==> src/rtl/uart_pkg.sv <==
`default_nettype none
// ============================================================================
// Package  : uart_pkg
// Purpose  : Shared UART framing constants and receiver state encoding.
// Revision : 1.0 - initial release
// ============================================================================
package uart_pkg;

   typedef enum logic [1:0] {
      ST_IDLE  = 2'd0,
      ST_START = 2'd1,
      ST_DATA  = 2'd2,
      ST_STOP  = 2'd3
   } state_t;

   localparam int CLKS_PER_BIT_DEFAULT = 33;
   // Bit times after the start bit: 7 data + 1 pad + 1 stop.
   localparam int FRAME_BITS = 9;
   localparam int DATA_BITS  = 7;
   localparam int SHIFT_W    = FRAME_BITS - 1;
   localparam int IDX_W      = $clog2(SHIFT_W);
   localparam int CNT_W      = 16;

endpackage : uart_pkg
`default_nettype wire

==> src/rtl/uart_rx.sv <==
`default_nettype none
// ============================================================================
// Module   : uart_rx
// Purpose  : 7-bit UART receiver (start, 7 data LSB first, pad, stop) with a
//            valid/ack handshake and sticky overrun / frame_err flags.
// Revision : 1.0 - initial release
// ============================================================================
module uart_rx
   import uart_pkg::*;
#(
   parameter int CLKS_PER_BIT = CLKS_PER_BIT_DEFAULT
) (
   input  logic                 clk,
   input  logic                 reset,
   input  logic                 rx,
   output logic [DATA_BITS-1:0] data,
   output logic                 valid,
   input  logic                 ack,
   output logic                 overrun,
   output logic                 frame_err
);

   localparam logic [CNT_W-1:0] c_half     = CNT_W'(CLKS_PER_BIT / 2);
   localparam logic [CNT_W-1:0] c_last     = CNT_W'(CLKS_PER_BIT - 1);
   localparam logic [IDX_W-1:0] c_last_idx = IDX_W'(SHIFT_W - 1);

   logic               r_rx_meta;
   logic               r_rxs;
   logic               r_armed;
   state_t             r_state;
   logic [CNT_W-1:0]   r_cnt;
   logic [IDX_W-1:0]   r_bit_idx;
   logic [SHIFT_W-1:0] r_shift;

   always_ff @(posedge clk) begin
      if (reset) begin
         r_rx_meta <= 1'b1;
         r_rxs     <= 1'b1;
         r_armed   <= 1'b1;
         r_state   <= ST_IDLE;
         r_cnt     <= '0;
         r_bit_idx <= '0;
         r_shift   <= '0;
         data      <= '0;
         valid     <= 1'b0;
         overrun   <= 1'b0;
         frame_err <= 1'b0;
      end else begin
         r_rx_meta <= rx;
         r_rxs     <= r_rx_meta;

         if (valid && ack) begin
            valid   <= 1'b0;
            overrun <= 1'b0;
         end

         case (r_state)
            // r_armed demands a high level before a start so a stuck-low line
            // yields one frame only.
            ST_IDLE: begin
               if (r_rxs) begin
                  r_armed <= 1'b1;
               end else if (r_armed) begin
                  r_armed <= 1'b0;
                  r_cnt   <= '0;
                  r_state <= ST_START;
               end
            end
            ST_START: begin
               if (r_cnt == c_half) begin
                  if (!r_rxs) begin
                     r_cnt     <= '0;
                     r_bit_idx <= '0;
                     r_state   <= ST_DATA;
                  end else begin
                     r_state <= ST_IDLE;
                  end
               end else begin
                  r_cnt <= r_cnt + CNT_W'(1);
               end
            end
            ST_DATA: begin
               if (r_cnt == c_last) begin
                  r_cnt     <= '0;
                  r_shift   <= {r_rxs, r_shift[SHIFT_W-1:1]};
                  r_bit_idx <= r_bit_idx + IDX_W'(1);
                  if (r_bit_idx == c_last_idx) begin
                     r_state <= ST_STOP;
                  end
               end else begin
                  r_cnt <= r_cnt + CNT_W'(1);
               end
            end
            ST_STOP: begin
               if (r_cnt == c_last) begin
                  r_cnt     <= '0;
                  r_state   <= ST_IDLE;
                  r_armed   <= r_rxs;
                  data      <= r_shift[DATA_BITS-1:0];
                  valid     <= 1'b1;
                  frame_err <= ~r_rxs;
                  // Overrides the ack clear above: a coincident ack leaves it as is.
                  overrun   <= overrun | (valid & ~ack);
               end else begin
                  r_cnt <= r_cnt + CNT_W'(1);
               end
            end
            default: r_state <= ST_IDLE;
         endcase
      end
   end

endmodule : uart_rx
`default_nettype wire

==> config.mk <==
export PLATFORM = sky130hd
export DESIGN_NAME = uart_rx
export DESIGN_NICKNAME = d
export VERILOG_FILES = /design/src/rtl/uart_pkg.sv /design/src/rtl/uart_rx.sv
export SDC_FILE = /design/constraint.sdc
export NUM_CORES = 1
export LEC_CHECK = 0
export CORE_MARGIN = 4
export CORE_UTILIZATION = 32
export DETAILED_ROUTE_END_ITERATION = 7
export HOLD_SLACK_MARGIN = 0.08
export PLACE_DENSITY_LB_ADDON = 0.08
export SLEW_MARGIN = 20
export SYNTH_ARGS = -nofsm -noshare
export SYNTH_HDL_FRONTEND = slang
export SYNTH_SLANG_ARGS = --single-unit
==> constraint.sdc <==
create_clock -name clk -period 2.9 [get_ports clk]
set_clock_uncertainty 0.15 [all_clocks]
set_input_delay 0.58 -clock clk [delete_from_list [all_inputs] [get_ports clk]]
set_output_delay 0.58 -clock clk [all_outputs]
set_load 0.02 [all_outputs]
==> results of run 1 <==
## critical path: stages, from the launching register on
cell	delay, ns
dfxtp_1	0.39
or4_4	0.59
or4_4	0.58
a21boi_4	0.33
nor4b_1	0.09
a211o_1	0.27
## state kept, by name, indices dropped and copies added (netlist names), named ones only
signal,flops
r_bit_idx,3
r_shift,8
r_state,1
data,7
valid,1
r_rxs,1
r_cnt,16
overrun,1
r_rx_meta,1
frame_err,1
r_armed,1
## worst paths after layout
check | end | cells after the start
setup reg to reg | r_cnt[2] | 5
setup / recovery | r_cnt[2] | 5
hold / removal | r_rxs | 1
hold reg to reg | r_rxs | 1
## cell usage after synthesis, types with 2 or more instances
| cell | number |
|---|---|
| clkbuf_1 | 6 |
| nor4_1 | 2 |
| nand2b_1 | 5 |
| dfxtp_1 | 42 |
| or2_2 | 4 |
| nand4_1 | 3 |
| or4bb_1 | 2 |
| inv_1 | 4 |
| nor4b_1 | 4 |
| and2_1 | 3 |
| nor3_1 | 3 |
| nor2_1 | 24 |
| o21ai_0 | 3 |
| or4_4 | 3 |
| a21oi_1 | 14 |
| xnor2_1 | 7 |
| xor2_1 | 3 |
| mux2i_1 | 9 |
| nand2_1 | 27 |
| nor2b_1 | 5 |
| nand3_1 | 5 |
| a21o_1 | 3 |
| a31oi_1 | 2 |
| a211oi_1 | 4 |
| nand4b_1 | 2 |
| ha_1 | 4 |
## cell families (layout without fill, tap and decap cells)
family	after synthesis	count (layout)	synth area share (%)
flip-flops	42	42	42.4
adder cells (fa/ha/maj)	4	4	2.52
buffers and inverters	13	29	2.71
multiplexers	9	9	4.54
AND/OR/NAND/NOR	104	104	29.5
AO/OA/AOI/OAI	39	39	13.9
XOR/XNOR	10	10	4.41
## per-layer routing
metal / wire (µm) / up-vias
li1: - / 808
met1: 2230 / 733
met2: 1870 / 17
met3: 104 / 2
met4: 29 / 0
met5: 0 / -
## through the flow
step                instances  worst slack [ns]
global route              312             0.263
global placement          304             0.409
floorplan                 221             0.596
detailed placement        304             0.410
CTS                       312             0.398
finish                    312             0.400
## power groups by stage
stage / combinational (W) / sequential, W / clock [W]
floorplan: 0.0000607 / 0.000598 / 0
global placement: 0.0000778 / 0.000603 / 0
detailed placement: 0.0000764 / 0.000603 / 0
CTS: 0.0000768 / 0.000589 / 0.000414
global route: 0.0000838 / 0.000590 / 0.000439
finish: 0.0000763 / 0.000589 / 0.000395
## cell type report
| class | instances | area share [%] |
|---|---|---|
| clock inverters | 3 | 1.09 |
| clock buffers | 5 | 3.00 |
| flip-flops and latches | 42 | 36.7 |
| repair buffers | 17 | 6.98 |
| well taps | 75 | 4.09 |
| multi-input cells | 166 | 47.5 |
| inverters | 4 | 0.655 |
==> results by group, run 1 <==
Synthesis
  • Share of the synthesized area in the top cell type: 42.4%
  • Largest area contributor in the netlist: dfxtp_1
  • Leading post-synthesis cells by cell area: dfxtp_1 42%, nand2_1 5.1%, mux2i_1 4.5%
  • Avg Cell Area, Syn: 8.98 µm²
  • Synth Net Count: 229
  • #FFs+latches synth: 42
  • Library cells used by synthesis: 54
  • Asr flop ratio synth: 0%
  • Ys flop type: dfxtp_1
  • Cell area after synthesis: 1980 µm²
  • Cells after synthesis: 221
  • Register area share after synthesis: 42.4%
  • Yosys Warn Count: 0
  • Post-synth EDFFs: 0

Clocking
  • Clock sinks: 42
  • Clock buffer depth: 2
  • CTS tree: done
  • Insertion delay to the later sink of the worst-skew pair: 0.30 ns
  • Postcts setup bufs: 0
  • Clock Root Buffer: clkbuf_8
  • Cts bufs inserted: 5
  • Post-CTS Resized: 0
  • Post-CTS Hold Buffers: 0
  • Clk pin slew, worst setup/hold paths: 0.09 ns
  • H-tree levels: 2

STA
  • Hold Fails Final Rpt: 0
  • Crit share post-route: 86.2%
  • Hold slack: 0.265 ns
  • Post-route setup TNS: 0 ns
  • Tmin final: 2.50 ns
  • Fmax achieved: 400 MHz
  • Worst-Margin Slew: 0.718 ns
  • Worst rel slew slack: 51.9%
  • Final-report setup violation count: 0
  • Final Max Tran Viols: 0
  • RSZ-0062 raised after global routing: false

Pwr
  • Leak: 0.872 nW
  • Total power: 0.00106 W
  • Worst ir drop on vdd: 182 µV
  • Switching Power: 0.000276 W
  • Switching part of the total: 26.0%
  • Int Power: 0.000784 W
  • Combinational power share: 7.2%
  • Seq pwr share: 55.6%
  • Clock share of power: 37.3%
  • PD cells: 462 nW/µm²

Global routing
  • Most Crowded Layer GR: met2
  • Met3 Track Usage GR: 3.80%
  • Largest net degree at the start of global routing: 22
  • Tot GR Track Use: 12.2%
  • First-pass GRT wire length: 7200 µm
  • Vias in the first global route: 1459
  • Met2 Use GR: 17.7%
  • Global Route met1 Usage: 17.0%
  • Initial antenna violation count: 0
  • Grt total ovfl: 0

Final layout
  • Final-stage net count: 244
  • Final Util: 38.5%
  • Antenna diodes: 0
  • Area Overhead vs Synth: 15.6%
  • Post-route cell area: 2290 µm²
  • Area of the multi-input gates: 1090 µm²
  • Share of cells above drive strength 1: 13.1%
  • Sequential cell area: 841 µm²
  • Commonest cells after routing, fill and taps aside: 42 x dfxtp_1, 27 x nand2_1, 24 x nor2_1
  • Leading cell type in the layout, fill and taps excluded: dfxtp_1
  • Fill cells: 642

Floorplan
  • Die Area: 7530 µm²
  • Initial Util: 33.3%
  • Die H: 86.8 µm
  • # rows: 28
  • Core area: 5960 µm²
  • Ports: 14
  • Die Wd: 86.8 µm

Worst setup path
  • Crit path DAT: 2.54 ns
  • Startpoint Class: register
  • Crit path from: r_cnt[7]
  • Worst Path Required: 2.94 ns
  • CP max FO: 9
  • CP endpoint kind: register
  • Reg2Reg Setup Slack: 0.40 ns
  • Setup CP Type: register to register
  • R2r startpoint: r_cnt[7]

Flow run
  • Max-cap violations: 0

Min path
  • Worst Hold Launch: r_rx_meta
  • Path category of the worst min-delay check: register to register

Detailed routing
  • Post-Route WL: 4240 µm
  • Vias/cell: 5.00
  • Detailed Route Iter0 Violations: 60
  • First-pass DRT Iterations: 4
  • Drt wl/cell: 13.6 µm
  • DR vias: 1560
  • DRC viols: 0
  • Routed Antenna Nets: 0

Placed design
  • Post-DP HPWL: 3020 µm
  • Post-DP Area: 2200 µm²
  • GPL Wtd Cong: 0.740
  • Port bufs: 13

Outcome
  • Run status: complete, no violations
No activity file was read; power rests on OpenSTA's default activity.
==> inputs of run 2 (changes only) <==
- CELL_PAD_IN_SITES_DETAIL_PLACEMENT: default -> 0
- CELL_PAD_IN_SITES_GLOBAL_PLACEMENT: default -> 1
==> results by group, run 2 (synthesis gave the netlist of run 1 again) <==
Global routing
  • Initial antenna violation count: 0 (unchanged)
  • Grt total ovfl: 0 (unchanged)
  • Tot GR Track Use: 12.6% (was 12.2%)
  • Largest net degree at the start of global routing: 32 (was 22)
  • Vias in the first global route: 1513 (was 1459)
  • First-pass GRT wire length: 7530 µm (was 7200 µm)

Clocking
  • CTS tree: done (unchanged)
  • Clock buffer depth: 2 (unchanged)
  • H-tree levels: 2 (unchanged)
  • Clock Root Buffer: clkbuf_8 (unchanged)
  • Post-CTS Resized: 0 (unchanged)
  • Postcts setup bufs: 0 (unchanged)
  • Clock sinks: 42 (unchanged)
  • Post-CTS Hold Buffers: 0 (unchanged)
  • Clk pin slew, worst setup/hold paths: 0.08 ns (was 0.09 ns)
  • Cts bufs inserted: 5 (unchanged)
  • Insertion delay to the later sink of the worst-skew pair: 0.29 ns (was 0.30 ns)

Floorplan
  • # rows: 28 (unchanged)
  • Core area: 5960 µm² (unchanged)
  • Ports: 14 (unchanged)
  • Die Area: 7530 µm² (unchanged)
  • Initial Util: 33.3% (unchanged)
  • Die Wd: 86.8 µm (unchanged)
  • Die H: 86.8 µm (unchanged)

Final layout
  • Leading cell type in the layout, fill and taps excluded: dfxtp_1 (unchanged)
  • Final-stage net count: 242 (was 244)
  • Max reg flops: 16 (unchanged)
  • Largest regs: r_cnt (16), r_shift (8), data (7) (unchanged)
  • Area Overhead vs Synth: 14.6% (was 15.6%)
  • Antenna diodes: 0 (unchanged)
  • Largest register by flop count: r_cnt (unchanged)
  • Commonest cells after routing, fill and taps aside: 42 x dfxtp_1, 27 x nand2_1, 24 x nor2_1 (unchanged)
  • Final Util: 38.2% (was 38.5%)
  • Share of cells above drive strength 1: 12.3% (was 13.1%)
  • Fill cells: 629 (was 642)

Worst setup path
  • CP most frequent cell: or4_4 (unchanged)
  • Crit path largest cell delay: 0.59 ns (about the same)
  • Critical-path cell list: or4_4 -> or4_4 -> a21boi_4 -> nor4b_1 -> a211o_1 (unchanged)
  • Worst Path Required: 2.93 ns (was 2.94 ns)
  • Startpoint Class: register (unchanged)
  • Crit path DAT: 2.54 ns (about the same)
  • CP max FO: 9 (unchanged)
  • Setup CP Type: register to register (unchanged)
  • CP endpoint kind: register (unchanged)
  • Slowest CP cell: or4_4 (unchanged)

STA
  • Final Max Tran Viols: 0 (unchanged)
  • RSZ-0062 raised after global routing: false (unchanged)
  • Hold Fails Final Rpt: 0 (unchanged)
  • Crit share post-route: 86.3% (was 86.2%)
  • Fmax achieved: 399 MHz (was 400 MHz)
  • Final-report setup violation count: 0 (unchanged)
  • Tmin final: 2.50 ns (about the same)
  • Post-route setup TNS: 0 ns (unchanged)
  • Worst rel slew slack: 54.3% (was 51.9%)
  • Worst-Margin Slew: 0.682 ns (was 0.718 ns)

Detailed routing
  • Vias/cell: 5.01 (was 5.00)
  • First-pass DRT Iterations: 4 (unchanged)
  • Drt wl/cell: 14.1 µm (was 13.6 µm)
  • DR vias: 1554 (was 1560)
  • DRC viols: 0 (unchanged)
  • Detailed Route Iter0 Violations: 67 (was 60)
  • Post-Route WL: 4360 µm (was 4240 µm)
  • Routed Antenna Nets: 0 (unchanged)

Placed design
  • Post-DP HPWL: 3160 µm (was 3020 µm)
  • Port bufs: 13 (unchanged)
  • GPL Wtd Cong: 0.705 (was 0.740)

Min path
  • Path category of the worst min-delay check: register to register (unchanged)

Flow run
  • Max-cap violations: 0 (unchanged)

Pwr
  • Worst ir drop on vdd: 220 µV (was 182 µV)
  • PD cells: 459 nW/µm² (was 462 nW/µm²)
  • Leak: 0.861 nW (was 0.872 nW)

Outcome
  • Run status: complete, no violations (unchanged)
run 2: cell types whose count changed in the layout (fill, tap and decap cells not counted):
cell,previous run,this run
inv_6,1,0
clkinv_2,0,1
buf_4,4,2
run 2: stage by stage:
step / hold slack, ns / setup slack [ns] / cells / power, W / instance area, µm²
after floorplan: 0.239 / 0.596 / 221 / 0.000659 / 1980
after global placement: 0.253 / 0.417 / 302 / 0.000678 / 2180
after detailed placement: 0.258 / 0.419 / 302 / 0.000678 / 2180
after CTS: 0.280 / 0.399 / 310 / 0.00107 / 2270
after global routing: 0.319 / 0.131 / 310 / 0.00110 / 2270
final: 0.274 / 0.396 / 310 / 0.00104 / 2270
run 2: final cells by class:
| type | count | area [µm²] | area share (%) |
|---|---|---|---|
| clock buffer | 5 | 68.8 | 3.03 |
| clock inverter | 3 | 21.3 | 0.935 |
| inverter | 4 | 15.0 | 0.660 |
| multi-input combinational | 166 | 1090 | 47.9 |
| sequential | 42 | 841 | 37.0 |
| tap | 75 | 93.8 | 4.13 |
| timing repair buffer | 15 | 145 | 6.38 |
run 2: power by group:
part | total [W] | internal (W) | leakage [nW] | switching (W)
clock network | 0.000380 | 0.000169 | 0.0441 | 0.000211
registers | 0.000589 | 0.000582 | 0.339 | 0.00000742
logic | 0.0000750 | 0.0000280 | 0.478 | 0.0000470
total | 0.00104 | 0.000779 | 0.861 | 0.000265
run 2: critical path: cells and delay by family (launching register included):
kind,cells,cell delay (ns)
and+or+nand+nor,3,1.25
DFF,1,0.39
AOI/OAI and AO/OA,2,0.61
run 2: worst paths after layout:
path / start / end / slack, ns / cells past startpoint
worst max register to register: r_cnt[7] / r_cnt[2] / 0.40 / 5
worst max-delay path: r_cnt[7] / r_cnt[2] / 0.40 / 5
worst min register to register: r_rx_meta / r_rxs / 0.27 / 1
worst min-delay path: r_rx_meta / r_rxs / 0.27 / 1
run 2: layer usage:
metal | vias to the layer above | share of wire (%) | global-route usage [%]
met5 | - | 0 | 0
met4 | 0 | 1.1 | 2.97
met3 | 5 | 2.6 | 3.04
met2 | 17 | 43 | 19.1
met1 | 730 | 53 | 18.2
li1 | 802 | - | -
